**config.mk**
```make
export PLATFORM = sky130hd
export DESIGN_NAME = seg_disp_src
export DESIGN_NICKNAME = d
export VERILOG_FILES = /design/src/rtl/seg_disp_src.sv
export SDC_FILE = /design/constraint.sdc
export NUM_CORES = 1
export LEC_CHECK = 0
export ABC_CLOCK_PERIOD_IN_PS = 4150
export CAP_MARGIN = 20
export CORE_MARGIN = 2
export CORE_UTILIZATION = 46
export CTS_CLUSTER_SIZE = 14
export DETAILED_ROUTE_END_ITERATION = 12
export PLACE_DENSITY = 0.95
export SLEW_MARGIN = 20
export SYNTH_ARGS = -nofsm -noshare
export SYNTH_HDL_FRONTEND = slang
export SYNTH_SLANG_ARGS = --single-unit
export TNS_END_PERCENT = 10
```
**constraint.sdc**
```tcl
create_clock -name clk -period 4.15 [get_ports clk]
set_clock_uncertainty 0.15 [all_clocks]
set_input_delay 0.415 -clock clk [delete_from_list [all_inputs] [get_ports clk]]
set_output_delay 0.415 -clock clk [all_outputs]
set_load 0.005 [all_outputs]
```
**src/rtl/seg_disp_src.sv**
```systemverilog
// seg_disp_src
//   Source selector / formatter feeding the 8-digit seven-segment driver.
//   Picks a CPU debug word (PC, instruction, register-file entry, data-memory
//   word, ALU result) or a fixed text banner, and registers it together with
//   the display mode. Also owns the regfile/dmem scan index, stepped by a
//   debounced push-button or by an auto-scan timer.
//
// Ports
//   clk, rstn         : clock, asynchronous active-low reset
//   sw_src[2:0]       : 0 PC, 1 instr, 2 regfile, 3 dmem, 4 ALU, 5 banner, 6/7 blank
//   sw_auto           : enables auto-scan while sw_src is 2 or 3
//   btn_step          : raw asynchronous step button (active high)
//   pc, instr, alu_y  : debug words
//   rf_rdata/rf_raddr : regfile debug read port (data combinational from addr)
//   dm_rdata/dm_raddr : dmem debug read port (data combinational from addr)
//   idx[4:0]          : current scan index
//   disp_data[63:0]   : driver data (hex: low 32 bits; raw: 8 active-low bytes)
//   disp_mode         : 0 hex, 1 raw segment bytes
module seg_disp_src #(
  parameter int unsigned DEB_W  = 20,
  parameter int unsigned SCAN_W = 26
) (
  input  logic        clk,
  input  logic        rstn,
  input  logic [2:0]  sw_src,
  input  logic        sw_auto,
  input  logic        btn_step,
  input  logic [31:0] pc,
  input  logic [31:0] instr,
  input  logic [31:0] alu_y,
  input  logic [31:0] rf_rdata,
  output logic [4:0]  rf_raddr,
  input  logic [31:0] dm_rdata,
  output logic [3:0]  dm_raddr,
  output logic [4:0]  idx,
  output logic [63:0] disp_data,
  output logic        disp_mode
);

  typedef enum logic [2:0] {
    SRC_PC     = 3'd0,
    SRC_INSTR  = 3'd1,
    SRC_RF     = 3'd2,
    SRC_DM     = 3'd3,
    SRC_ALU    = 3'd4,
    SRC_BANNER = 3'd5,
    SRC_BLANK6 = 3'd6,
    SRC_BLANK7 = 3'd7
  } src_e;

  // "PIPE" on the four leftmost digits (active-low segment bytes), rest blank
  localparam logic [63:0] BANNER = 64'h8CF98C86_FFFFFFFF;

  src_e              src;
  logic              btn_s1, btn_s2;
  logic              deb_lvl;
  logic [DEB_W-1:0]  deb_cnt, deb_cnt_inc;
  logic              deb_accept;
  logic              btn_pulse;
  logic [SCAN_W-1:0] scan_cnt;
  logic              scan_run;
  logic              auto_pulse;
  logic              step;
  logic [2:0]        src_prev;
  logic              src_chg;
  logic [4:0]        idx_q, idx_nxt;
  logic [63:0]       data_nxt;
  logic              mode_nxt;
  logic [63:0]       disp_data_q;
  logic              disp_mode_q;

  assign src = src_e'(sw_src);

  // The level is accepted on the same edge at which the counter would reach
  // all-ones, so 2^DEB_W-1 consecutive differing cycles flip it. The rising
  // pulse is generated from that acceptance so idx advances on the same edge.
  assign deb_cnt_inc = deb_cnt + 1'b1;
  assign deb_accept  = (btn_s2 != deb_lvl) && (&deb_cnt_inc);
  assign btn_pulse   = deb_accept && btn_s2;

  assign scan_run   = sw_auto && ((src == SRC_RF) || (src == SRC_DM));
  assign auto_pulse = scan_run && (&scan_cnt);
  assign step       = btn_pulse || auto_pulse;
  assign src_chg    = (sw_src != src_prev);

  always_ff @(posedge clk or negedge rstn) begin
    if (!rstn) begin
      btn_s1  <= 1'b0;
      btn_s2  <= 1'b0;
      deb_lvl <= 1'b0;
      deb_cnt <= '0;
    end else begin
      btn_s1 <= btn_step;
      btn_s2 <= btn_s1;
      if (btn_s2 == deb_lvl) begin
        deb_cnt <= '0;
      end else if (deb_accept) begin
        deb_lvl <= btn_s2;
        deb_cnt <= '0;
      end else begin
        deb_cnt <= deb_cnt_inc;
      end
    end
  end

  always_ff @(posedge clk or negedge rstn) begin
    if (!rstn) begin
      scan_cnt <= '0;
    end else if (scan_run) begin
      scan_cnt <= scan_cnt + 1'b1;
    end else begin
      scan_cnt <= '0;
    end
  end

  always_comb begin
    idx_nxt = idx_q;
    if (src_chg) begin
      idx_nxt = '0;
    end else if (step && (src == SRC_RF)) begin
      idx_nxt = idx_q + 5'd1;
    end else if (step && (src == SRC_DM)) begin
      idx_nxt = {1'b0, idx_q[3:0] + 4'd1};
    end
  end

  always_comb begin
    data_nxt = '0;
    mode_nxt = 1'b0;
    unique case (src)
      SRC_PC:     data_nxt = {32'h0, pc};
      SRC_INSTR:  data_nxt = {32'h0, instr};
      SRC_RF:     data_nxt = {32'h0, rf_rdata};
      SRC_DM:     data_nxt = {32'h0, dm_rdata};
      SRC_ALU:    data_nxt = {32'h0, alu_y};
      SRC_BANNER: begin
        data_nxt = BANNER;
        mode_nxt = 1'b1;
      end
      SRC_BLANK6, SRC_BLANK7: begin
        data_nxt = '1;
        mode_nxt = 1'b1;
      end
      default: begin
        data_nxt = '1;
        mode_nxt = 1'b1;
      end
    endcase
  end

  always_ff @(posedge clk or negedge rstn) begin
    if (!rstn) begin
      src_prev    <= '0;
      idx_q       <= '0;
      disp_data_q <= '0;
      disp_mode_q <= 1'b0;
    end else begin
      src_prev    <= sw_src;
      idx_q       <= idx_nxt;
      disp_data_q <= data_nxt;
      disp_mode_q <= mode_nxt;
    end
  end

  assign idx       = idx_q;
  assign rf_raddr  = idx_q;
  assign dm_raddr  = idx_q[3:0];
  assign disp_data = disp_data_q;
  assign disp_mode = disp_mode_q;

endmodule
```
==> flow_summary.yaml <==
status:
  violations: "hold timing"
  status: "finished with violations"
critical_path:
  critPathRequiredTime_ps: 4190
  cp_slowest_cell: "a21bo_1"
  crit_chain: "ha_1 > nand2_1 > nor2_1 > xnor2_1 > or4_4 > nor3_4 > a21bo_1 > nor2_1"
  cp_max_fo: 20
  path_common_cell: "nor2_1"
  cp-start-kind: "register"
  max_stage_delay_ps: 550
  arrival_ps: 2960
  timing.critical_path.buf_inv: 0
  endpoint_kind: "register"
  critPathTopFamily: "simple AND/OR/NAND/NOR gates"
  crit_type: "register to register"
route:
  final_antenna_net_count: 0
  drt_wl_total_um: 16600
  dr.first_iter.drc_count: 250
  wl_per_cell_um: 19.6
  drt_drc_violations_left: 0
  dr.pass1.iters: 4
  vias: 4786
  vias_per_cell: 5.65
synthesis:
  syn-num-nets: 676
  synthTopCellsByCount: "91 x dfrtp_1, 62 x nor2_1, 45 x buf_4"
  async_reset_ff_share_pct: 100
  yosysMostFrequentCell: "dfrtp_1"
  synth_seq_cells: 91
  ys_warn_count: 0
  netlist_area_um2: 5450
  synth_edf_count: 0
  yosys_most_used_dff: "dfrtp_1"
  synth_cell_types: 55
  synth_top_cell_area_share_pct: 41.8
  yosysTopAreaCell: "dfrtp_1"
  synthCells: 505
  ys_seq_area_share_pct: 41.8
  synth_area_leaders: "dfrtp_1 42%, mux4_2 8.3%, o22a_1 7.1%, buf_4 6.2%, xor2_1 4.3%"
  syn_area_per_cell_um2: 10.8
global_route:
  grt_pass1_wl_um: 26600
  antenna_found_initial: 0
  grt_usage_pct: 26.7
  grt_pass1_vias: 5052
  busiest_layer: "met2"
  met3_usage_pct: 6.16
  grt_max_degree: 60
  overflow: 0
  gr-usage-met1_pct: 32.3
  use_met2_pct: 47.0
cts:
  clockRootBuffer: "clkbuf_16"
  cts_resized: 0
  postCtsSetupBuffers: 0
  postCtsHoldBufs: 0
  clk_latency_ps: 350
  cts_tree: "built"
  htreeDepth: 3
  clkTransAtPathRegs_ps: 60
  clockBufferDepth: 2
  cts_buffers: 9
  clock-sinks: 91
flow_run:
  cap_violations: 0
floorplan:
  io_pins: 246
  fp.dieW_um: 113
  start_util_pct: 47.5
  die_h_um: 113
  coreArea_um2: 11500
  dieArea_um2: 12700
  rows: 39
placement:
  finalWeightedCongestion: 0.882
  port-buffer-count: 245
  place_hpwl_um: 12800
  place_area_um2: 7680
sta:
  rsz0062_at_grt: "false"
  fmax_ghz: 0.342
  holdWs_ps: -0.120
  finalSetupTns_ps: 0
  period_needed_ps: 2920
  setup_viol_count_final: 0
  relSlewSlack_pct: 31.7
  timing.final.crit_share_pct: 70.4
  worst_pin_slew_ps: 1020
  hold_viol_final: 2
  finalMaxSlewViolations: 0
cells_and_area:
  drive_gt1_share_pct: 10.1
  nets: 870
  synthToLayoutAreaGrowth_pct: 46.1
  fillCellCount: 772
  final_util_pct: 69.4
  n_antenna_cell: 0
  postLayoutCellArea_um2: 7960
power_and_ir_drop:
  cellPowerDensity_nw_per_um2: 275
  finalPower_w: 0.00219
  power.leakage_nw: 3.13
  ir_drop_mv: 0.217
min_path:
  min_path_type: "input port to asynchronous set/reset pin"
-- path summary, 6_finish.rpt --
| check | from | to | slack, ps | cells after the start |
|---|---|---|---|---|
| max in group asynchronous | rstn | deb_cnt[15] | 2920 | 2 |
| worst max register to register | deb_cnt[1] | deb_cnt[11] | 1230 | 8 |
| worst min-delay path | rstn | disp_data[10] | -0.1 | 1 |
| min in group clk | btn_s1 | btn_s2 | 210 | 0 |
| worst max-delay path | deb_cnt[1] | deb_cnt[11] | 1230 | 8 |
| worst min register to register | btn_s1 | btn_s2 | 210 | 0 |
-- cells in the final DEF (no fill, tap or decap), drive strengths merged, types with 3 or more instances in the layout --
cell,instances
nor2,63
mux2,13
nand2,19
nor4,6
o21ai,5
clkbuf,10
nor3,6
and3,9
inv,8
mux2i,17
xor2,27
or3,7
o22a,44
nand2b,4
dfrtp,91
clkdlybuf4s50,241
a21oi,5
and4,3
nor2b,6
ha,4
nand4,9
xnor2,16
mux4,20
a22oi,12
nand3,24
buf,9
-- cell type report --
cell class	instances	area, um2	area share [%]
multi-input cells	342	2730	34.3
repair buffers	250	2470	31.0
flip-flops and latches	91	2280	28.6
clock buffers	10	239	3.00
well taps	143	179	2.25
clock inverters	6	47.5	0.597
inverters	5	18.8	0.236
-- flip-flops by register name (all words and copies together) (netlist names) --
name       cells
btn_s1         1
deb_cnt       20
btn_s2         1
disp_data     34
deb_lvl        1
scan_cnt      26
src_prev       3
idx            5
-- routing by layer --
layer  vias up  share of wire [%]
met5         -                  0
met4         0                1.9
met3        24                7.0
met2       203                 53
met1      2367                 38
li1       2192                  -
-- kinds of logic after synthesis --
family | share of synthesized area, %
multiplexers | 14.1
adder cells (fa/ha/maj) | 0.919
AO/OA/AOI/OAI | 11.7
buffers and inverters | 8.13
flip-flops | 41.8
AND/OR/NAND/NOR | 16.4
XOR/XNOR | 6.91
-- worst reg2reg max path: stages (launching register included) --
cell and delay [ps]:
dfrtp_1 450, ha_1 300, nand2_1 230, nor2_1 190, xnor2_1 100, or4_4 460, nor3_4 200, a21bo_1 550
nor2_1 140
-- report_power, final --
part	internal [W]	switching (W)	leakage (nW)
clock	0.000429	0.000362	0.140
sequential	0.000922	0.0000205	1.15
combinational	0.000301	0.000155	1.84
total	0.00165	0.000537	3.13
-- stage by stage --
stage                     worst slack (ps)  instances  hold slack, ps
after floorplan                       1800        505           -30.6
after global placement                1410        831             186
after detailed placement              1300        831             204
after CTS                             1270        847            25.1
after global routing                   999        847            60.8
final                                 1230        847          -0.120
Power figures use the tool's default switching activity.
